==> src/rtl/ascon_aead_ctrl_pkg.sv <==
// Shared types and constants for the ASCON-AEAD128 control path.
// Pure declarations; no logic, no latency.
package ascon_aead_ctrl_pkg;

  localparam int ROUNDS_A = 12;
  localparam int ROUNDS_B = 8;
  localparam logic [3:0] ROUND_LAST = 4'd11;

  typedef enum logic [2:0] {
    ST_IDLE,
    ST_INIT,
    ST_AD_WAIT,
    ST_AD_RUN,
    ST_PT_WAIT,
    ST_PT_RUN,
    ST_FINAL
  } ctrl_state_t;

  localparam logic [1:0] XE_NONE     = 2'b00;
  localparam logic [1:0] XE_KEY      = 2'b01;
  localparam logic [1:0] XE_DSEP     = 2'b10;
  localparam logic [1:0] XE_KEY_DSEP = 2'b11;

  localparam logic [1:0] PHASE_IDLE  = 2'b00;
  localparam logic [1:0] PHASE_AD    = 2'b01;
  localparam logic [1:0] PHASE_PT    = 2'b10;
  localparam logic [1:0] PHASE_FINAL = 2'b11;

  // First round index of a permutation that runs n rounds and ends on round 11.
  function automatic logic [3:0] first_round(input int n);
    return 4'(12 - n);
  endfunction

endpackage

==> src/rtl/ascon_aead_ctrl_round_counter.sv <==
// Permutation round index: loadable, increments, saturates at round 11.
// Load/increment take effect on the next rising edge; never stalls.
module ascon_aead_ctrl_round_counter
  import ascon_aead_ctrl_pkg::*;
(
  input  logic       clock_i,
  input  logic       resetb_i,
  input  logic       load_i,
  input  logic [3:0] load_val_i,
  input  logic       inc_i,
  output logic [3:0] round_o,
  output logic       last_o
);

  logic [3:0] cnt_q, cnt_d;

  assign last_o  = (cnt_q == ROUND_LAST);
  assign round_o = cnt_q;

  always_comb begin
    cnt_d = cnt_q;
    if (load_i) begin
      cnt_d = load_val_i;
    end else if (inc_i && !last_o) begin
      cnt_d = cnt_q + 4'd1;
    end
  end

  always_ff @(posedge clock_i) begin
    if (resetb_i) begin
      cnt_q <= 4'd0;
    end else begin
      cnt_q <= cnt_d;
    end
  end

endmodule

==> src/rtl/ascon_aead_ctrl.sv <==
// ASCON-AEAD128 encrypt sequencer: init, AD absorb, PT encrypt, final; one round per cycle.
// Blocks accepted only while waiting between permutations; without a transfer the state is held.
module ascon_aead_ctrl
  import ascon_aead_ctrl_pkg::*;
#(
  parameter int ROUNDS_A_P = ROUNDS_A,
  parameter int ROUNDS_B_P = ROUNDS_B
) (
  input  logic       clock_i,
  input  logic       resetb_i,
  input  logic       start_i,
  input  logic       ad_present_i,
  input  logic       blk_valid_i,
  input  logic       blk_last_i,
  output logic       blk_ready_o,
  output logic [1:0] phase_o,
  output logic       init_o,
  output logic [3:0] round_o,
  output logic       enable_o,
  output logic       enable_xor_b_o,
  output logic       final_key_o,
  output logic [1:0] enable_xor_e_o,
  output logic       enable_cipher_o,
  output logic       enable_tag_o,
  output logic       cipher_valid_o,
  output logic       tag_valid_o,
  output logic       busy_o
);

  localparam logic [3:0] A_FIRST = first_round(ROUNDS_A_P);
  localparam logic [3:0] B_FIRST = first_round(ROUNDS_B_P);

  ctrl_state_t state_q, state_d;
  logic        ad_q, ad_d;
  logic        last_q, last_d;
  logic        cipher_valid_q, tag_valid_q;
  logic        cnt_load, cnt_inc, cnt_last;
  logic [3:0]  cnt_val, cnt_round;

  ascon_aead_ctrl_round_counter u_round_counter (
    .clock_i    (clock_i),
    .resetb_i   (resetb_i),
    .load_i     (cnt_load),
    .load_val_i (cnt_val),
    .inc_i      (cnt_inc),
    .round_o    (cnt_round),
    .last_o     (cnt_last)
  );

  always_comb begin
    state_d         = state_q;
    ad_d            = ad_q;
    last_d          = last_q;
    cnt_load        = 1'b0;
    cnt_val         = 4'd0;
    cnt_inc         = 1'b0;
    blk_ready_o     = 1'b0;
    phase_o         = PHASE_IDLE;
    init_o          = 1'b0;
    round_o         = 4'd0;
    enable_o        = 1'b0;
    enable_xor_b_o  = 1'b0;
    final_key_o     = 1'b0;
    enable_xor_e_o  = XE_NONE;
    enable_cipher_o = 1'b0;
    enable_tag_o    = 1'b0;

    case (state_q)
      ST_IDLE: begin
        if (start_i) begin
          state_d  = ST_INIT;
          ad_d     = ad_present_i;
          cnt_load = 1'b1;
          cnt_val  = A_FIRST;
        end
      end
      ST_INIT: begin
        enable_o = 1'b1;
        round_o  = cnt_round;
        init_o   = (cnt_round == A_FIRST);
        cnt_inc  = 1'b1;
        if (cnt_last) begin
          enable_xor_e_o = ad_q ? XE_KEY : XE_KEY_DSEP;
          state_d        = ad_q ? ST_AD_WAIT : ST_PT_WAIT;
        end
      end
      ST_AD_WAIT: begin
        phase_o     = PHASE_AD;
        blk_ready_o = 1'b1;
        if (blk_valid_i) begin
          enable_o       = 1'b1;
          enable_xor_b_o = 1'b1;
          round_o        = B_FIRST;
          cnt_load       = 1'b1;
          cnt_val        = B_FIRST + 4'd1;
          last_d         = blk_last_i;
          state_d        = ST_AD_RUN;
        end
      end
      ST_AD_RUN: begin
        phase_o  = PHASE_AD;
        enable_o = 1'b1;
        round_o  = cnt_round;
        cnt_inc  = 1'b1;
        if (cnt_last) begin
          enable_xor_e_o = last_q ? XE_DSEP : XE_NONE;
          state_d        = last_q ? ST_PT_WAIT : ST_AD_WAIT;
        end
      end
      ST_PT_WAIT: begin
        phase_o     = PHASE_PT;
        blk_ready_o = 1'b1;
        if (blk_valid_i) begin
          enable_o        = 1'b1;
          enable_xor_b_o  = 1'b1;
          enable_cipher_o = 1'b1;
          cnt_load        = 1'b1;
          // The last PT block doubles as round 0 of the finalisation.
          if (blk_last_i) begin
            final_key_o = 1'b1;
            round_o     = A_FIRST;
            cnt_val     = A_FIRST + 4'd1;
            state_d     = ST_FINAL;
          end else begin
            round_o = B_FIRST;
            cnt_val = B_FIRST + 4'd1;
            state_d = ST_PT_RUN;
          end
        end
      end
      ST_PT_RUN: begin
        phase_o  = PHASE_PT;
        enable_o = 1'b1;
        round_o  = cnt_round;
        cnt_inc  = 1'b1;
        if (cnt_last) begin
          state_d = ST_PT_WAIT;
        end
      end
      ST_FINAL: begin
        phase_o  = PHASE_FINAL;
        enable_o = 1'b1;
        round_o  = cnt_round;
        cnt_inc  = 1'b1;
        if (cnt_last) begin
          enable_xor_e_o = XE_KEY;
          enable_tag_o   = 1'b1;
          state_d        = ST_IDLE;
        end
      end
      default: begin
        state_d = ST_IDLE;
      end
    endcase
  end

  always_ff @(posedge clock_i) begin
    if (resetb_i) begin
      state_q        <= ST_IDLE;
      ad_q           <= 1'b0;
      last_q         <= 1'b0;
      cipher_valid_q <= 1'b0;
      tag_valid_q    <= 1'b0;
    end else begin
      state_q        <= state_d;
      ad_q           <= ad_d;
      last_q         <= last_d;
      cipher_valid_q <= enable_cipher_o;
      tag_valid_q    <= enable_tag_o;
    end
  end

  assign cipher_valid_o = cipher_valid_q;
  assign tag_valid_o    = tag_valid_q;
  assign busy_o         = (state_q != ST_IDLE);

endmodule

==> config.mk <==
export PLATFORM = sky130hd
export DESIGN_NAME = ascon_aead_ctrl
export DESIGN_NICKNAME = d
export VERILOG_FILES = /design/src/rtl/ascon_aead_ctrl_pkg.sv /design/src/rtl/ascon_aead_ctrl_round_counter.sv /design/src/rtl/ascon_aead_ctrl.sv
export SDC_FILE = /design/constraint.sdc
export NUM_CORES = 1
export LEC_CHECK = 0
export CAP_MARGIN = 20
export CORE_MARGIN = 2
export CORE_UTILIZATION = 42
export CTS_CLUSTER_DIAMETER = 30
export DETAILED_ROUTE_END_ITERATION = 10
export PLACE_DENSITY = 0.83
export SLEW_MARGIN = 15
export SYNTH_ARGS = -nofsm -noshare
export SYNTH_HDL_FRONTEND = slang
export SYNTH_SLANG_ARGS = --single-unit
==> constraint.sdc <==
create_clock -name clock_i -period 1.7 [get_ports clock_i]
set_clock_uncertainty 0.2 [all_clocks]
set_input_delay 0.34 -clock clock_i [delete_from_list [all_inputs] [get_ports clock_i]]
set_output_delay 0.34 -clock clock_i [all_outputs]
set_load 0.005 [all_outputs]
Word-level counts from Yosys, hierarchy flattened
Index checks and enable logic that the tools add are counted.

$add $sub $neg: 1. Eq/ne operators: 14. Multiplexer cells: 42. Reduce and logical (&&, ||, !) cells: 13.

Operators with widths (count): $mux 3 (15); $pmux 3 s7 (1); $mux 1 (13); $pmux 2 s3 (2); $pmux 4 s3 (1); $mux 2 (5); $eq 3x3->1 const B (3); $mux 4 (2); $ne 2x1->1 const B (4); $reduce_and 7->1 (1); $eq 3x2->1 const B (2); $ne 2x2->1 const B (3); $pmux 3 s2 (1); $reduce_or 2->1 (3); $add 4x1->4 const B (1); $eq 4x4->1 const B (1); $logic_not 4->1 (1); $pmux 1 s2 (2); $reduce_and 2->1 (2); $reduce_or 4->1 (1); $eq 3x1->1 const B (1); $logic_not 3->1 (1); $reduce_bool 3->1 (1); $reduce_bool 2->1 (1); other kinds (2) (2).

Register bits: 11. Input port bits: 6. Output and inout port bits: 18. Word-level logic and storage cells: 76.

Longest topological paths before layout
Depth in word-level cells: 6. Depth in mapped cells: 6.

By module
Synthesis repeated with hierarchy kept, for this count alone.

Cell total of the unflattened synthesis: 106. Area, all modules: 820.8 µm².

By module, submodules not included: ascon_aead_ctrl (times used 1, cells each 80, area an instance 595.6 µm², sequential area each 140.1 µm²); ascon_aead_ctrl_round_counter (times used 1, cells each 26, area an instance 225.2 µm², sequential area each 80.1 µm²).

Least setup slack after synthesis
OpenSTA, ideal clock, no wires.

Path type: flip-flop to flip-flop. From: reg u_round_counter.cnt_q[0], in the netlist u_round_counter.round_o[0]. To: reg state_q[1]. Setup time: 0.129 ns. Data arrival time: 1.306 ns. Setup slack: 0.065 ns. Stages on the path, launching flop included: 6. Buffers on the path: 0. Cells stage by stage: dfxtp_1 -> ha_1 -> and3b_1 -> maj3_2 -> o221ai_1 -> o41ai_1.

Cells in the longest elaborated chain, start to end: 3. Elaborated cells on any way between the ends: 6. Classes of those cells: 5 x eq/ne; 1 x reduce/logical.

Ends and longest elaborated chain: from (decl) (RTL line ascon_aead_ctrl_round_counter.sv:15) `logic [3:0] cnt_q, cnt_d;`; from (signal assigned) (RTL line ascon_aead_ctrl_round_counter.sv:33) `cnt_q <= cnt_d;`; $eq 4x4->1 * (RTL line ascon_aead_ctrl_round_counter.sv:17) `assign last_o = (cnt_q == ROUND_LAST);`; $ne 2x1->1 (no line); $reduce_and 7->1 (no line) *; to (signal assigned) (RTL line ascon_aead_ctrl.sv:165) `state_q <= state_d;`; to (decl) (RTL line ascon_aead_ctrl.sv:33) `ctrl_state_t state_q, state_d;`.

Every way passes the cells marked *; elsewhere a longest branch is shown, timed or not. A chain may end at the register's enable or synchronous reset.

Worst setup path after layout
From: reg state_q[2]. To: out round_o[2].

Cells in the longest elaborated chain, start to end: 3. Elaborated cells on any way between the ends: 8. Classes of those cells: 6 x eq/ne; 1 x mux; 1 x reduce/logical.

Ends and longest elaborated chain: $eq 3x3->1 (tied with other cells) (RTL line ascon_aead_ctrl.sv:68) `case (state_q)`; $reduce_or 4->1 (no line); $pmux 4 s3 * (RTL line ascon_aead_ctrl.sv:68); to (decl) (RTL line ascon_aead_ctrl.sv:18) `output logic [3:0] round_o,`.

Marks and branches as above.

==> impl.org <==
** Global route
- Maximum number of pins on one net before global-route repair :: 15
- Global-route wire length before repair :: 6210 um
- Total track usage :: 0.347
- Antenna violations before repair :: 0
- Via count of the first global-routing pass :: 1,242
- Summed over all layers, the global routing overflow is 0.

** Routing
- The final layout contains routed wiring with a total length of 4670 um.
- In the routed layout, each cell is associated on average with a via count of 6.17.
- After detailed routing, the number of remaining DRC violations is 0.
- DRT Pass-1 Iters :: 4
- For this block, the initial DRC count from the detailed router was 59.
- In this run the remaining antenna-violating nets after routing total 0.
- Dividing the detail-routed wire length by the instance count gives 22.7 um.
- Number of vias after detailed routing :: 1,270

** Synthesis
- Among all flip-flop cells after synthesis, the most frequent one is dfxtp_1.
- In this run, synthesis inferred 0 flip-flops with an integrated enable.
- Register area share after synthesis :: 0.260
- Syn Inst Count :: 105
- The share of synthesized area in the top cell type comes to 0.260.
- Synthesized area per cell :: 8.08 sq um
- FF+latch count, synth :: 11
- Biggest area consumer among synthesized cells :: dfxtp_1
- For this run, the number of Yosys warnings is 0.
- After synthesis, the share of flip-flops with an asynchronous set or reset is 0.
- The synthesized netlist contains 50 unique library cells.
- Biggest area contributors in the synthesized netlist :: dfxtp_1 26%, nor2_1 5.8%, inv_1 4.0%
- After synthesis the cells add up to 848 sq um.
- Net count after synthesis :: 113

** Die
- Die Span X :: 48.9 um
- The die covers 2400 sq um.
- Starting density of the core :: 0.437
- 24 I/O pins were placed.
- The floorplan step defined a core boundary enclosing 1940 sq um.
- Std-Cell Rows :: 16
- Die boundary height :: 48.9 um

** CTS
- Worst skew pair latency :: 290 ps
- Clock tree synthesis found a total of 11 sinks.
- Clock tree from TritonCTS :: yes
- Number of buffers inserted during clock tree synthesis :: 3
- In this run the number of H-tree levels came out at 1.
- Clock tree root driver cell :: clkbuf_4
- In this run the deepest clock path goes through 2 buffers.
- In this run, post-CTS hold repair placed 0 buffers.
- Clock slew at the register clock pins of the worst setup and hold paths :: 90 ps

** Finish
- In the final layout, the share of cells above drive strength 1 is 0.670.
- After routing the design area is 1740 sq um.
- 0 antenna diodes ended up in the layout.
- Area added between synthesis and finish :: 105%
- Post-layout net count :: 188

** STA
- Across all setup checks in the final design, the least slack found is -289 ps.
- Setup repair after global routing could not meet its margin everywhere.
- Final-report hold violation count :: 0
- Accumulated negative setup slack :: -3040 ps
- At the pin with the least slew margin, the transition time is 376 ps.
- Total count of max-transition violations in the final report :: 0
- Final critical-path share of the clock period :: 1.17
- Achievable Freq :: 503 MHz
- Setup violations remaining at the end of the flow were counted as 18.
- Worst slew slack as a fraction of its limit :: 0.747
- The routed design could run at a clock period as short as 1990 ps.

** Status
- The checks that failed: setup timing.
- The run finished, with violations left.

** Placement
- RD Place Congestion :: 0.868
- Detailed placement ended at an HPWL of 1990 um.
- Placed Instance Area :: 1310 sq um
- Input and output buffers added on the ports amount to 23.

** Job
- Max-cap check violation count :: 0

** Power and ir drop
- The analysis attributes to cell leakage a power of 0.000790 uW.
- For this design the ratio of total power to cell area is 432 nW/um^2.
- The worst-case IR drop observed on VDD is 0.000525 V.

** Setup path
- The critical path is of the flip-flop to output port type.
- Largest fanout of any net on the critical path :: 7
- Kind of start point of the critical path :: flip-flop
- STA classifies the critical path endpoint as an output port.
- For the worst setup path, the data arrival time is 1450 ps.
- At the worst endpoint, the required time is 1160 ps.

** Worst hold path
- The min-delay analysis places its worst path in the category flip-flop to flip-flop.
final cells by class:
type	instances	area, sq um
clock buffer	4	26.3
tap	27	33.8
sequential	11	236
fill	83	201
inverter	10	40.0
timing repair buffer	77	649
multi-input combinational	77	754
stage by stage:
| step | std cells | power [uW] | hold WS [ps] | utilization | setup slack [ps] |
|---|---|---|---|---|---|
| 5_1_grt | 206 | 769 | 428 | 0.896 | -321 |
| 3_3_place_gp | 181 | 447 | 338 | 0.676 | -552 |
| 2_1_floorplan | 105 | 361 | 287 | - | 65.1 |
| 3_5_place_dp | 181 | 454 | 360 | 0.676 | -594 |
| 6_report | 206 | 752 | 408 | 0.896 | -289 |
| 4_1_cts | 204 | 689 | 366 | 0.840 | -231 |
cells in the mapped netlist, types with 2 or more instances:
cell / n
nor2_1: 13
dfxtp_1: 11
inv_1: 9
a21oi_1: 5
nand2_1: 4
nor3_1: 4
and2_1: 3
mux2i_1: 3
o21ai_1: 3
and3_1: 2
buf_1: 2
buf_2: 2
buf_6: 2
ha_1: 2
nand2b_1: 2
nor2b_1: 2
o2bb2ai_1: 2
xnor2_1: 2
repair_timing:
action	in CTS	in global routing
resized for setup	121	25
setup endpoints to repair	22	25
pin swaps	20	13
buffers inserted	21	3
endpoints found under the hold margin	0	0
per-layer routing:
layer / share of wire / track usage
met1: 0.37 / 0.395
met2: 0.46 / 0.603
met3: 0.095 / 0.0767
met4: 0.069 / 0.181
met5: 0 / 0
cells in the final DEF (no fill, tap or decap), types with 2 or more instances in the layout:
cell type	count
o2bb2ai_1	2
nor2_4	3
clkdlybuf4s50_1	5
o21ai_1	2
a21oi_1	2
buf_2	12
buf_4	37
mux2i_1	2
a21oi_4	2
inv_1	6
nand2_2	3
nand2_1	2
buf_6	19
nor2_1	10
and2_1	3
dfxtp_1	6
clkbuf_4	3
and3b_2	2
inv_2	3
a221oi_2	2
nor3_4	3
dfxtp_4	4
sequential cells by signal, indices dropped and copies added (netlist names):
signal	cells
u_round_counter.round_o	4
state_q	3
ad_q	1
cipher_valid_o	1
last_q	1
tag_valid_o	1
report_power, final:
| group | internal, uW | switching (uW) |
|---|---|---|
| logic | 134 | 138 |
| clock network | 91.2 | 113 |
| registers | 263 | 12.4 |
| total | 489 | 263 |
path summary, 6_finish.rpt:
kind	startpoint	to	slack (ps)	cells after the start
worst max-delay path	state_q[2]$_SDFFE_PP0P_	round_o[2]	-290	5
worst min-delay path	state_q[0]$_SDFFE_PP0P_	state_q[0]$_SDFFE_PP0P_	410	2
worst max register to register	u_round_counter.round_o[0]$_SDFFE_PP0P_	state_q[1]$_SDFFE_PP0P_	-220	6
worst min register to register	state_q[0]$_SDFFE_PP0P_	state_q[0]$_SDFFE_PP0P_	410	2
worst max-delay path, cell delays in order (launching register included):
cell	delay, ps
dfxtp_4	410
buf_6	140
and2b_2	230
o211ai_2	170
o21ai_2	70
buf_2	130
cell families after synthesis:
logic type               after synthesis  share of synthesized area
multiplexers                           4                     0.0531
adder cells (fa/ha/maj)                3                     0.0428
flip-flops                            11                      0.260
XOR/XNOR                               3                     0.0310
AND/OR/NAND/NOR                       42                      0.283
AO/OA/AOI/OAI                         25                      0.230
buffers and inverters                 17                      0.100
(Power assumes the default switching activity.)
